[src/rtl/cprv_pkg.sv]
// -----------------------------------------------------------------------------
// cprv_pkg
// Shared RV64 decode helpers for the EX-stage hazard logic: major opcode
// constants, the M-extension funct7 marker, and small classification
// functions that tell which source registers an opcode reads and whether an
// instruction is a variable-latency ("long") writer.
// -----------------------------------------------------------------------------
package cprv_pkg;

    localparam logic [6:0] OP        = 7'b0110011;
    localparam logic [6:0] OP_IMM    = 7'b0010011;
    localparam logic [6:0] OP_32     = 7'b0111011;
    localparam logic [6:0] OP_IMM_32 = 7'b0011011;
    localparam logic [6:0] LOAD      = 7'b0000011;
    localparam logic [6:0] STORE     = 7'b0100011;
    localparam logic [6:0] BRANCH    = 7'b1100011;
    localparam logic [6:0] LUI       = 7'b0110111;
    localparam logic [6:0] AUIPC     = 7'b0010111;
    localparam logic [6:0] JAL       = 7'b1101111;

    localparam logic [6:0] FUNCT7_MULDIV = 7'b0000001;

    // Loads and mul/div return through a writeback port some unknown number
    // of cycles later, so their destination must be tracked as pending.
    function automatic logic is_long_op(input logic [6:0] opcode,
                                        input logic [6:0] funct7);
        return (opcode == LOAD) ||
               (((opcode == OP) || (opcode == OP_32)) && (funct7 == FUNCT7_MULDIV));
    endfunction

    // Only the U-type and JAL formats have no rs1 field.
    function automatic logic uses_rs1(input logic [6:0] opcode);
        return !((opcode == LUI) || (opcode == AUIPC) || (opcode == JAL));
    endfunction

    // rs2 is read by R-type, stores and branches; immediate forms reuse those
    // bits as immediate, so they must not raise false hazards.
    function automatic logic uses_rs2(input logic [6:0] opcode);
        logic used;
        case (opcode)
            OP, OP_32, STORE, BRANCH:                     used = 1'b1;
            OP_IMM, OP_IMM_32, LOAD, LUI, AUIPC, JAL:     used = 1'b0;
            default:                                      used = 1'b0;
        endcase
        return used;
    endfunction

endpackage

[src/rtl/cprv_wb_decode.sv]
// -----------------------------------------------------------------------------
// cprv_wb_decode
// Turns NUM_WB independent writeback return ports into a one-hot-per-port
// clear mask over the register file plus the number of active ports.
//
// Ports:
//   wb_valid    in  NUM_WB         writeback strobe per port
//   wb_rd_addr  in  NUM_WB*REG_AW  packed rd, port i at [i*REG_AW +: REG_AW]
//   clear_mask  out NREGS          registers written back this cycle
//   wb_count    out WBC_W          number of asserted strobes
// -----------------------------------------------------------------------------
module cprv_wb_decode #(
    parameter int NREGS  = 32,
    parameter int REG_AW = $clog2(NREGS),
    parameter int NUM_WB = 2,
    parameter int WBC_W  = $clog2(NUM_WB + 1)
) (
    input  logic [NUM_WB-1:0]        wb_valid,
    input  logic [NUM_WB*REG_AW-1:0] wb_rd_addr,
    output logic [NREGS-1:0]         clear_mask,
    output logic [WBC_W-1:0]         wb_count
);

    // Every strobe counts toward the decrement, even if two ports name the
    // same register or the register is x0; the mask simply ORs together.
    always_comb begin
        clear_mask = '0;
        wb_count   = '0;
        for (int i = 0; i < NUM_WB; i++) begin
            if (wb_valid[i]) begin
                clear_mask[wb_rd_addr[i*REG_AW +: REG_AW]] = 1'b1;
                wb_count = wb_count + WBC_W'(1);
            end
        end
    end

endmodule

[src/rtl/cprv_hazard_scoreboard.sv]
// -----------------------------------------------------------------------------
// cprv_hazard_scoreboard
// Per-register pending scoreboard for in-flight loads and mul/div. Gates the
// EX valid/ready handshake on RAW, WAW and outstanding-capacity hazards.
//
// Optional feature macro: CPRV_SCOREBOARD_BYPASS_EN
//   defined   - same-cycle writebacks are visible to the hazard check
//   undefined - hazard check sees registered state only (one bubble)
//
// Ports:
//   clk, rst                 clock, synchronous active-high reset
//   valid_ex, ready_ex       EX handshake in
//   opcode_ex, funct7_ex     EX decode fields
//   rs1/rs2/rd_addr_ex       EX register addresses
//   wb_valid, wb_rd_addr     writeback return ports (packed rd)
//   valid_ex_o, ready_ex_o   gated handshake out
//   stall_o                  hazard stall
//   pending_o                scoreboard bits
//   outstanding_o            in-flight long-op count
// -----------------------------------------------------------------------------
module cprv_hazard_scoreboard
    import cprv_pkg::*;
#(
    parameter int NREGS           = 32,
    parameter int REG_AW          = $clog2(NREGS),
    parameter int NUM_WB          = 2,
    parameter int MAX_OUTSTANDING = 4,
    parameter int CNT_W           = $clog2(MAX_OUTSTANDING + 1)
) (
    input  logic                     clk,
    input  logic                     rst,
    input  logic                     valid_ex,
    input  logic                     ready_ex,
    input  logic [6:0]               opcode_ex,
    input  logic [6:0]               funct7_ex,
    input  logic [REG_AW-1:0]        rs1_addr_ex,
    input  logic [REG_AW-1:0]        rs2_addr_ex,
    input  logic [REG_AW-1:0]        rd_addr_ex,
    input  logic [NUM_WB-1:0]        wb_valid,
    input  logic [NUM_WB*REG_AW-1:0] wb_rd_addr,
    output logic                     valid_ex_o,
    output logic                     ready_ex_o,
    output logic                     stall_o,
    output logic [NREGS-1:0]         pending_o,
    output logic [CNT_W-1:0]         outstanding_o
);

    localparam int WBC_W = $clog2(NUM_WB + 1);
    localparam int SUM_W = ((CNT_W > WBC_W) ? CNT_W : WBC_W) + 1;

    logic [NREGS-1:0] pending_q;
    logic [NREGS-1:0] clear_mask;
    logic [NREGS-1:0] set_mask;
    logic [NREGS-1:0] pend_view;
    logic [CNT_W-1:0] count_q;
    logic [CNT_W-1:0] count_view;
    logic [CNT_W-1:0] count_next;
    logic [WBC_W-1:0] wb_count;
    logic [SUM_W-1:0] count_ext;
    logic [SUM_W-1:0] wb_ext;
    logic [SUM_W-1:0] count_sum;
    logic             ex_long;
    logic             rs1_hit;
    logic             rs2_hit;
    logic             waw_hit;
    logic             cap_hit;
    logic             issue_long;

    cprv_wb_decode #(
        .NREGS  (NREGS),
        .REG_AW (REG_AW),
        .NUM_WB (NUM_WB),
        .WBC_W  (WBC_W)
    ) u_wb_decode (
        .wb_valid   (wb_valid),
        .wb_rd_addr (wb_rd_addr),
        .clear_mask (clear_mask),
        .wb_count   (wb_count)
    );

    assign count_ext = SUM_W'(count_q);
    assign wb_ext    = SUM_W'(wb_count);

`ifdef CPRV_SCOREBOARD_BYPASS_EN
    // Forwarding lets a consumer use a value in the cycle it returns, so the
    // hazard check looks through this cycle's writebacks.
    assign pend_view  = pending_q & ~clear_mask;
    assign count_view = (wb_ext >= count_ext) ? '0 : CNT_W'(count_ext - wb_ext);
`else
    assign pend_view  = pending_q;
    assign count_view = count_q;
`endif

    // x0 is hardwired, so it never hazards and never becomes a long writer.
    assign ex_long = is_long_op(opcode_ex, funct7_ex) && (rd_addr_ex != '0);
    assign rs1_hit = uses_rs1(opcode_ex) && (rs1_addr_ex != '0) && pend_view[rs1_addr_ex];
    assign rs2_hit = uses_rs2(opcode_ex) && (rs2_addr_ex != '0) && pend_view[rs2_addr_ex];
    assign waw_hit = (rd_addr_ex != '0) && pend_view[rd_addr_ex];
    assign cap_hit = ex_long && (count_view == CNT_W'(MAX_OUTSTANDING));

    // Reset suppresses the stall so the handshake passes straight through
    // while stale pre-reset state is still in the registers.
    assign stall_o    = ~rst & valid_ex & (rs1_hit | rs2_hit | waw_hit | cap_hit);
    assign valid_ex_o = valid_ex & ~stall_o;
    assign ready_ex_o = ready_ex & ~stall_o;
    assign issue_long = valid_ex_o & ready_ex & ex_long;

    // Set mask and saturating counter update; set is ORed after the clear so
    // a same-cycle issue and writeback of one register leaves it pending.
    always_comb begin
        set_mask = '0;
        if (issue_long) begin
            set_mask[rd_addr_ex] = 1'b1;
        end
        count_sum  = count_ext + SUM_W'(issue_long);
        count_next = (count_sum > wb_ext) ? CNT_W'(count_sum - wb_ext) : '0;
    end

    // Scoreboard state; writebacks arriving with the counter at zero are a
    // protocol error and simply saturate.
    always_ff @(posedge clk) begin
        if (rst) begin
            pending_q <= '0;
            count_q   <= '0;
        end else begin
            pending_q <= (pending_q & ~clear_mask) | set_mask;
            count_q   <= count_next;
        end
    end

    assign pending_o     = pending_q;
    assign outstanding_o = count_q;

endmodule

[config.mk]
export PLATFORM = sky130hd
export DESIGN_NAME = cprv_hazard_scoreboard
export DESIGN_NICKNAME = d
export VERILOG_FILES = /design/src/rtl/cprv_pkg.sv /design/src/rtl/cprv_wb_decode.sv /design/src/rtl/cprv_hazard_scoreboard.sv
export SDC_FILE = /design/constraint.sdc
export NUM_CORES = 1
export LEC_CHECK = 0
export CORE_AREA = 2 2 97 75
export DETAILED_ROUTE_END_ITERATION = 12
export DIE_AREA = 0 0 99 77
export GPL_TIMING_DRIVEN = 0
export PLACE_DENSITY_LB_ADDON = 0.3
export SETUP_SLACK_MARGIN = 0.5
export SYNTH_ARGS = -nofsm -noshare
export SYNTH_HDL_FRONTEND = slang
export SYNTH_HIERARCHICAL = 1
export SYNTH_SLANG_ARGS = --single-unit
[constraint.sdc]
create_clock -name clk -period 4.35 [get_ports clk]
set_clock_uncertainty 0.15 [all_clocks]
set_input_delay 0.6525 -clock clk [delete_from_list [all_inputs] [get_ports clk]]
set_output_delay 0.6525 -clock clk [all_outputs]
set_load 0.005 [all_outputs]
-- Word level (Yosys, flattened, before mapping)
Index checks and enable logic that the tools add are counted.
- bits in registers: 35
- output and inout bits: 38
- add/sub/neg operators: 3
- magnitude comparators: 9
- eq/ne operators: 10
- multiplexer cells: 18
- bitwise gates (word level): 16
- reductions and logical operators: 21
- operator list (cell ; count):
    32-bit 2-to-1 mux ; 3
    32-bit OR ; 2
    32-bit bitwise AND ; 1
    32-bit NOT ; 1
    5-bit by 6-bit < comparator with 1-bit output (second input constant) ; 5
    7-bit by 6-bit equality test with 1-bit output (second input constant) ; 4
    1-bit binary-select mux with 5-bit select ; 3
    1-bit demux with 5-bit select ; 3
    5-bit by 1-bit >= comparator with 1-bit output (second input constant) ; 3
    5-bit nonzero test ; 3
    7-bit equality test (second input constant) ; 2
    1-bit logical AND ; 11
    1-bit 2-to-1 mux ; 8
    7-bit by 1-bit equality test with 1-bit output (second input constant) ; 1
    7-bit by 2-bit equality test with 1-bit output (second input constant) ; 1
    7-bit by 5-bit equality test with 1-bit output (second input constant) ; 1
    1-bit bitwise AND ; 6
    3-bit by 1-bit adder with 4-bit output ; 1
    4-bit by 2-bit > comparator with 1-bit output ; 1
    1-bit logical OR ; 4
    4-bit OR reduction ; 1
    3-bit equality test (second input constant) ; 1
    1-bit NOT ; 3
    1-bit OR ; 3
    other kinds (5) ; 5

-- Depth between registers and ports, before layout
Gate-level depths: netlist of run 1.
- word-level depth: 18
- mapped depth: 15
- depth with buffers taken out: 13

-- Hierarchy
Netlist of run 1, hierarchy kept.
- by module, submodules not included (module ; instances ; cells an instance ; area an instance (um2) ; sequential area each (um2)):
    cprv_hazard_scoreboard ; 1 ; 336 ; 2931.6 ; 700.7
    cprv_wb_decode ; 1 ; 59 ; 399.1 ; 0.0

-- Worst setup path after synthesis of run 1
No wires, ideal clock.
- path kind: input port to flip-flop
- start point: input port funct7_ex[5]
- end point: register count_q[2] (netlist: outstanding_o[2])
- library setup time: 0.064 ns
- arrival: 3.530 ns
- required time: 4.136 ns
- path slack: 0.606 ns
- stages on the path: 13
- path through: or4b_1 nor3_1 a21oi_1 o211a_1 o21ai_2 and4bb_2 ha_1 ha_1 inv_1 fa_1 a21o_1 a21o_1 nor2_1
- longest elaborated chain between the ends: 15
- ends and longest elaborated chain (item ; line ; text):
    start, declared ; cprv_hazard_scoreboard.sv:35 ; input logic [6:0] funct7_ex,
    7-bit by 1-bit equality test with 1-bit output (*) ; cprv_pkg.sv:28 ; (((opcode == OP) || (opcode == OP_32)) && (funct7 == FUNCT7_MULDIV));
    1-bit logical AND (*) ; cprv_pkg.sv:28 ;
    1-bit logical OR (*) ; cprv_pkg.sv:27 ; return (opcode == LOAD) ||
    1-bit logical AND (*) ; cprv_hazard_scoreboard.sv:95 ; assign ex_long = is_long_op(opcode_ex, funct7_ex) && (rd_addr_ex != '0);
    1-bit logical AND ; cprv_hazard_scoreboard.sv:99 ; assign cap_hit = ex_long && (count_view == CNT_W'(MAX_OUTSTANDING));
    1-bit OR ; cprv_hazard_scoreboard.sv:103 ; assign stall_o = ~rst & valid_ex & (rs1_hit | rs2_hit | waw_hit | cap_hit);
    1-bit bitwise AND ; cprv_hazard_scoreboard.sv:103 ;
    1-bit NOT ; cprv_hazard_scoreboard.sv:104 ; assign valid_ex_o = valid_ex & ~stall_o;
    1-bit bitwise AND ; cprv_hazard_scoreboard.sv:104 ;
    1-bit bitwise AND ; cprv_hazard_scoreboard.sv:106 ; assign issue_long = valid_ex_o & ready_ex & ex_long;
    1-bit bitwise AND (*) ; cprv_hazard_scoreboard.sv:106 ;
    3-bit by 1-bit adder with 4-bit output (*) ; cprv_hazard_scoreboard.sv:115 ; count_sum = count_ext + SUM_W'(issue_long);
    4-bit by 2-bit > comparator with 1-bit output ; cprv_hazard_scoreboard.sv:116 ; count_next = (count_sum > wb_ext) ? CNT_W'(count_sum - wb_ext) : '0;
    1-bit NOT (no source line) ; n/a ;
    2-bit OR reduction (no source line) ; n/a ;
    end signal, assigned ; cprv_hazard_scoreboard.sv:127 ; count_q <= count_next;
    end, declared ; cprv_hazard_scoreboard.sv:55 ; logic [CNT_W-1:0] count_q;
Mark *: on every way between the ends. The rest lies on a longest branch, timed or not.
A chain may end at the register's enable or synchronous reset.

-- Worst setup path in the final report of run 1
- start point: input port rd_addr_ex[1]
- end point: output port ready_ex_o
- longest elaborated chain between the ends: 8
- ends and longest elaborated chain (item ; line ; text):
    start, declared ; cprv_hazard_scoreboard.sv:38 ; input logic [REG_AW-1:0] rd_addr_ex,
    1-bit binary-select mux with 5-bit select ; cprv_hazard_scoreboard.sv:98 ; assign waw_hit = (rd_addr_ex != '0) && pend_view[rd_addr_ex];
    1-bit 2-to-1 mux (implied by the code) ; cprv_hazard_scoreboard.sv:98 ;
    1-bit logical AND ; cprv_hazard_scoreboard.sv:98 ;
    1-bit OR ; cprv_hazard_scoreboard.sv:103 ;
    1-bit OR (*) ; cprv_hazard_scoreboard.sv:103 ;
    1-bit bitwise AND (*) ; cprv_hazard_scoreboard.sv:103 ;
    1-bit NOT (*) ; cprv_hazard_scoreboard.sv:105 ; assign ready_ex_o = ready_ex & ~stall_o;
    1-bit bitwise AND (*) ; cprv_hazard_scoreboard.sv:105 ;
    end, declared ; cprv_hazard_scoreboard.sv:42 ; output logic ready_ex_o,
Mark *: on every way between the ends. The rest lies on a longest branch, timed or not. The select of a mux whose other input is x is not followed.

==> flow_summary.yaml, run 1 <==
sta:
  fmax_mhz: 259
  rsz0062_at_grt: "true"
  setup_viol: 0
  hold_viol: 0
  slew_violations: 0
  fin_crit_ps: 3870
  post-route-period-util_pct: 88.9
  worst_pin_slew_ps: 558
  slew_headroom_pct: 62.8
  hold_ws_ps: 386
  setup_slack_ps: 484
layout:
  final_cells: 569
  fin_nets: 535
  layout-drive-gt1-share_pct: 25.6
  area_growth_pct: 35.5
  antenna_cells: 0
  multi_input_comb_area_sq_um: 2560
  regArea_sq_um: 701
  fill_cells: 547
logic_synthesis:
  ys.warnings.count: 6
  seq_area_frac_synth_pct: 21.0
  synth-edff-count: 0
  synth_largest_area_cell: "dfxtp_1"
  ys_ff_latch: 35
  synth.area.top_cells: "dfxtp_1 (21%), mux4_2 (11%), or3b_2 (8.2%), nand3_1 (6.8%), o22ai_1 (6.6%)"
  async_flop_share_pct: 0
  synth_cell_types: 52
  synth_commonest_cells: "nand3_1 (45), nor2_1 (41), dfxtp_1 (35), o22ai_1 (35), or3b_2 (31)"
  synthesis.nets: 446
  syn_area_sq_um: 3330
  synth-main-ff-cell: "dfxtp_1"
  yosysMostFrequentCell: "nand3_1"
  netlist_instances: 395
  yosysTopAreaCellShare_pct: 21.0
  synth.avg_cell_area_sq_um: 8.43
place:
  dpl.hpwl_um: 9050
  post-place-ws_ps: -386
  gp_congestion: 0.955
  post-place-cells: 554
  port_buffers: 75
setup_path:
  path_class: "input port to output pin"
  cp_slowest_cell: "mux4_2"
  worstPathCellList: "buf_6 -> mux4_2 -> or2_0 -> a222oi_1 -> o211a_1 -> buf_4 -> o2111a_1 -> clkdlybuf4s50_1"
  critPathMaxStageDelay_ps: 550
  start_kind: "input port"
  crit_arrival_ps: 3060
  critPathRequiredTime_ps: 3550
  path_buf_inv: 3
  ff2ff_path_depth: 13
  crit_cells: 8
  cp_max_fo: 8
  cpLargestDelayFamily: "compound AO/OA/AOI/OAI gates"
  cp-end-kind: "output pin"
clocking:
  clock_latency_ps: 300
  ctsHtreeMaxLevel: 2
  cts_hold_buf: 0
  cts_root_buffer: "clkbuf_8"
  clk_pin_slew_ps: 70
  cts_inserted_buffers: 5
  clockBufferDepth: 2
  cts_sinks: 35
  tritoncts: "built"
hold_path:
  hold_path_class: "flop to flop"
  holdPathStages: 1
detailed_routing:
  drc: 0
  via_count: 3848
  drt_first_pass_iters: 6
  ant_nets: 0
  drt_iter0_drc: 444
  vias_per_cell: 6.76
  post_drt_wl_per_cell_um: 21.6
  wl_um: 12300
global_route:
  grt_pass1_vias: 3496
  overflow: 0
  grt_max_degree: 13
  grt_pass1_wl_um: 18900
  antenna_found_initial: 0
  grt_usage_pct: 31.7
power_and_ir_drop:
  leakage_uw: 0.00154
  ir_drop_mv: 0.119
  powerDensity_nw_per_um2: 192
die:
  coreArea_sq_um: 6670
  die_height_um: 77
  ioPinCount: 83
  num_rows: 26
  start_util_pct: 49.9
  die-area_sq_um: 7620
  die_x_um: 99
outcome:
  status: "finished clean"
job:
  cap_violations: 0
## repair_timing
| action | in CTS | in global routing |
|---|---|---|
| setup buffers | 6 | 1 |
| pin swaps | 14 | 14 |
| resized for setup | 26 | 25 |
| endpoints found under the setup margin | 6 | 6 |
## placed cells by master (no fill, tap or decap), types with 10 or more instances in the layout
cell | synthesis | routed
nor2_1 | 41 | 40
mux2i_1 | 11 | 11
nand3b_1 | 15 | 15
o21ai_1 | 9 | 10
o21ai_2 | 22 | 21
clkbuf_1 | 17 | 14
nand3_1 | 45 | 45
mux4_2 | 17 | 17
nand2_1 | 11 | 11
dfxtp_1 | 35 | 35
clkdlybuf4s50_1 | 0 | 63
or3b_2 | 31 | 31
o22ai_1 | 35 | 35
## area by class of cell
type,instances,area share [%]
Buffer,29,4.05
Clock buffer,5,1.53
Clock inverter,3,0.971
Inverter,6,0.499
Multi-Input combinational cell,325,56.8
Sequential cell,35,15.5
Tap cell,84,2.33
Timing Repair Buffer,82,18.3
## state kept, by name, indices dropped and copies added (netlist names)
| register | cells |
|---|---|
| pending_o | 32 |
| outstanding_o | 3 |
## cells by family after synthesis
logic type,after synthesis,share of synthesized area (%)
adder cells (fa/ha/maj),6,2.48
buffers and inverters,35,5.15
AO/OA/AOI/OAI,90,19.1
XOR/XNOR,2,0.526
flip-flops,35,21.0
AND/OR/NAND/NOR,194,35.2
multiplexers,33,16.5
## worst paths after layout
check / start / to / slack, ps
worst max-delay path: rd_addr_ex[1] / ready_ex_o / 480
worst min-delay path: pending_o[0]$_SDFF_PP0_ / pending_o[0]$_SDFF_PP0_ / 390
worst max register to register: pending_o[3]$_SDFF_PP0_ / outstanding_o[2]$_SDFF_PP0_ / 690
worst min register to register: pending_o[0]$_SDFF_PP0_ / pending_o[0]$_SDFF_PP0_ / 390
## power breakdown
group	internal, uW	switching (uW)	leakage, uW
sequential	325	7.40	0.000282
combinational	104	118	0.00120
clock	171	140	0.0000581
total	600	265	0.00154
## through the flow
| step | util, % | setup TNS [ps] | instance area [sq um] | total power, uW |
|---|---|---|---|---|
| floorplan | - | 0 | 3330 | 447 |
| global placement | 62.8 | -899 | 4190 | 531 |
| detailed placement | 62.8 | -1250 | 4190 | 536 |
| CTS | 66.6 | 0 | 4440 | 847 |
| global route | 67.7 | 0 | 4510 | 895 |
| finish | 67.7 | 0 | 4510 | 866 |
## metal layers
layer  global-route usage (%)  up-vias  wire (um)
li1                         -     1709          -
met1                     45.0     1816       4810
met2                     45.9      272       5350
met3                     9.30       51       1700
met4                     10.8        0        406
met5                        0        -          0
No activity file was read; power rests on OpenSTA's default activity.
==> inputs of run 2 (changes only) <==
==> constraint.sdc (replaced) <==
create_clock -name clk -period 3.75 [get_ports clk]
set_clock_uncertainty 0.15 [all_clocks]
set_input_delay 0.5625 -clock clk [delete_from_list [all_inputs] [get_ports clk]]
set_output_delay 0.5625 -clock clk [all_outputs]
set_load 0.005 [all_outputs]
==> flow_summary.yaml, run 2 (synthesized netlist as in run 1, its figures left out) <==
setup_path:
  start_kind: "input port"
  critPathRequiredTime_ps: 3820
  crit_arrival_ps: 3580
  r2r_slack_ps: 270
  cp-end-kind: "flop"
  r2r-start: "pending_o[1]$_SDFF_PP0_"
  worstPathCellList: "buf_12 -> mux4_2 -> or2_0 -> a222oi_1 -> o211a_1 -> o21ai_4 -> and4bb_2 -> ha_4 -> inv_2 -> ha_4 -> fa_2 -> a21o_1 -> a21o_1 -> nor2_1"
  critPathMaxStageDelay_ps: 510
  timing.rr.end: "outstanding_o[0]$_SDFF_PP0_"
  cp_max_fo: 3
  path_class: "input port to flop"
  cp_slowest_cell: "mux4_2"
  ff2ff_path_depth: 13
sta:
  fmax_mhz: 285
  hold_viol: 0
  worst_pin_slew_ps: 483
  fin_crit_ps: 3510
  slew_headroom_pct: 67.8
  setup_viol: 0
  rsz0062_at_grt: "true"
  slew_violations: 0
  post-route-period-util_pct: 93.5
layout:
  largest_register_ffs: 32
  layout-drive-gt1-share_pct: 29.4
  area_growth_pct: 38.9
  fin_area_sq_um: 4630
  mostFrequentLayoutCells: "clkdlybuf4s50_1 (60), nand3_1 (45), nor2_1 (40)"
  layout_commonest_cell: "clkdlybuf4s50_1"
  antenna_cells: 0
  fin_nets: 546
power_and_ir_drop:
  leakage_uw: 0.00155
  ir_drop_mv: 0.148
  powerDensity_nw_per_um2: 206
  power_uw: 952
global_route:
  grt_pass1_vias: 3592
  grt_pass1_wl_um: 18800
  grt_usage_pct: 31.2
  overflow: 0
  grt_max_degree: 13
  antenna_found_initial: 0
hold_path:
  hold_end: "pending_o[0]$_SDFF_PP0_"
  hp-start: "pending_o[0]$_SDFF_PP0_"
  hold_path_class: "flop to flop"
  holdPathStages: 1
clocking:
  ctsHtreeMaxLevel: 2
  tritoncts: "built"
  clock_latency_ps: 290
  clk_pin_slew_ps: 70
  cts_inserted_buffers: 5
  cts_hold_buf: 0
  clockBufferDepth: 2
  cts_root_buffer: "clkbuf_8"
  cts_sinks: 35
place:
  dpl.hpwl_um: 9300
  gp_congestion: 0.940
  port_buffers: 75
  place_area_sq_um: 4240
die:
  die_height_um: 77
  die-area_sq_um: 7620
  start_util_pct: 49.9
  num_rows: 26
  ioPinCount: 83
  die_x_um: 99
  coreArea_sq_um: 6670
detailed_routing:
  via_count: 3880
  drt_first_pass_iters: 6
  ant_nets: 0
  drc: 0
  wl_um: 12300
  vias_per_cell: 6.69
  post_drt_wl_per_cell_um: 21.2
  drt_iter0_drc: 341
job:
  cap_violations: 0
outcome:
  status: "finished clean"
==> run 2: changes by cell type in the layout (fill, tap and decap cells not counted), moves of 2 or more <==
cell and change:
buf_6 -2, dlymetal6s2s_1 -6, dfxtp_1 -4, buf_8 +4, buf_2 -2, clkdlybuf4s50_1 -3
clkdlybuf4s15_2 +2, buf_4 +13, clkdlybuf4s15_1 +3, dfxtp_2 +4, dlygate4sd2_1 +2
==> run 2: how the worst max path moves through the flow <==
stage | from | end | depth (start not counted)
after global routing | rd_addr_ex[1] | outstanding_o[2]$_SDFF_PP0_ | 14
after floorplan | rd_addr_ex[1] | outstanding_o[1]$_SDFF_PP0_ | 14
after global placement | rs1_addr_ex[1] | valid_ex_o | 9
final | rd_addr_ex[1] | outstanding_o[0]$_SDFF_PP0_ | 14
after detailed placement | rs1_addr_ex[1] | valid_ex_o | 9
after CTS | rd_addr_ex[1] | outstanding_o[1]$_SDFF_PP0_ | 14
==> run 2: what timing repair did <==
action	4_1_cts	5_1_grt
cloned	0	0
pin swaps	16	13
endpoints found under the setup margin	11	6
buffers inserted	12	6
gates resized for setup	48	28
==> run 2: per-layer routing <==
| layer | share of wire, % | global-route usage, % |
|---|---|---|
| met5 | 0 | 0 |
| met4 | 3.8 | 12.2 |
| met3 | 11 | 6.75 |
| met2 | 45 | 47.0 |
| met1 | 41 | 43.7 |
==> run 2: through the flow <==
step | util [%] | hold WS (ps) | TNS [ps] | std cells | setup WS (ps)
detailed placement | 63.6 | 384 | -3160 | 554 | -631
global route | 69.4 | 376 | 0 | 580 | 150
finish | 69.4 | 357 | 0 | 580 | 242
global placement | 63.6 | 382 | -2680 | 554 | -550
floorplan | - | 352 | 0 | 395 | 199
CTS | 67.7 | 394 | 0 | 574 | 227
==> run 2: power breakdown <==
group | total, uW | internal, uW | switching, uW | leakage (uW)
clock network | 297 | 150 | 147 | 0.0000474
logic | 270 | 132 | 137 | 0.00122
registers | 384 | 377 | 7.44 | 0.000284
total | 952 | 659 | 292 | 0.00155
==> run 2: final cells by class <==
type                    count  area (sq um)
fillers                   543          2040
clock buffers               6          82.6
plain buffers              29           220
clock inverters             2          16.3
multi-input cells         325          2580
flip-flops and latches     35           706
well taps                  84           105
repair buffers             93           895
inverters                   6          22.5
==> run 2: worst max-delay path, delay by kind of cell <==
family                     cells  cell delay, ps
AOI/OAI and AO/OA              5            1050
adders and majority gates      3             670
buffers and inverters          2             120
muxes                          1             510
and+or+nand+nor                3             670
==> inputs of run 3 (changes only) <==
--- a/config.mk
+++ b/config.mk
@@ -11,6 +11,7 @@
 export GPL_TIMING_DRIVEN = 0
 export PLACE_DENSITY_LB_ADDON = 0.3
 export SETUP_SLACK_MARGIN = 0.5
+export SLEW_MARGIN = 25
 export SYNTH_ARGS = -nofsm -noshare
 export SYNTH_HDL_FRONTEND = slang
 export SYNTH_HIERARCHICAL = 1
==> results of run 3 <==
The final DEF is identical to that of run 2; final timing and power are the same.
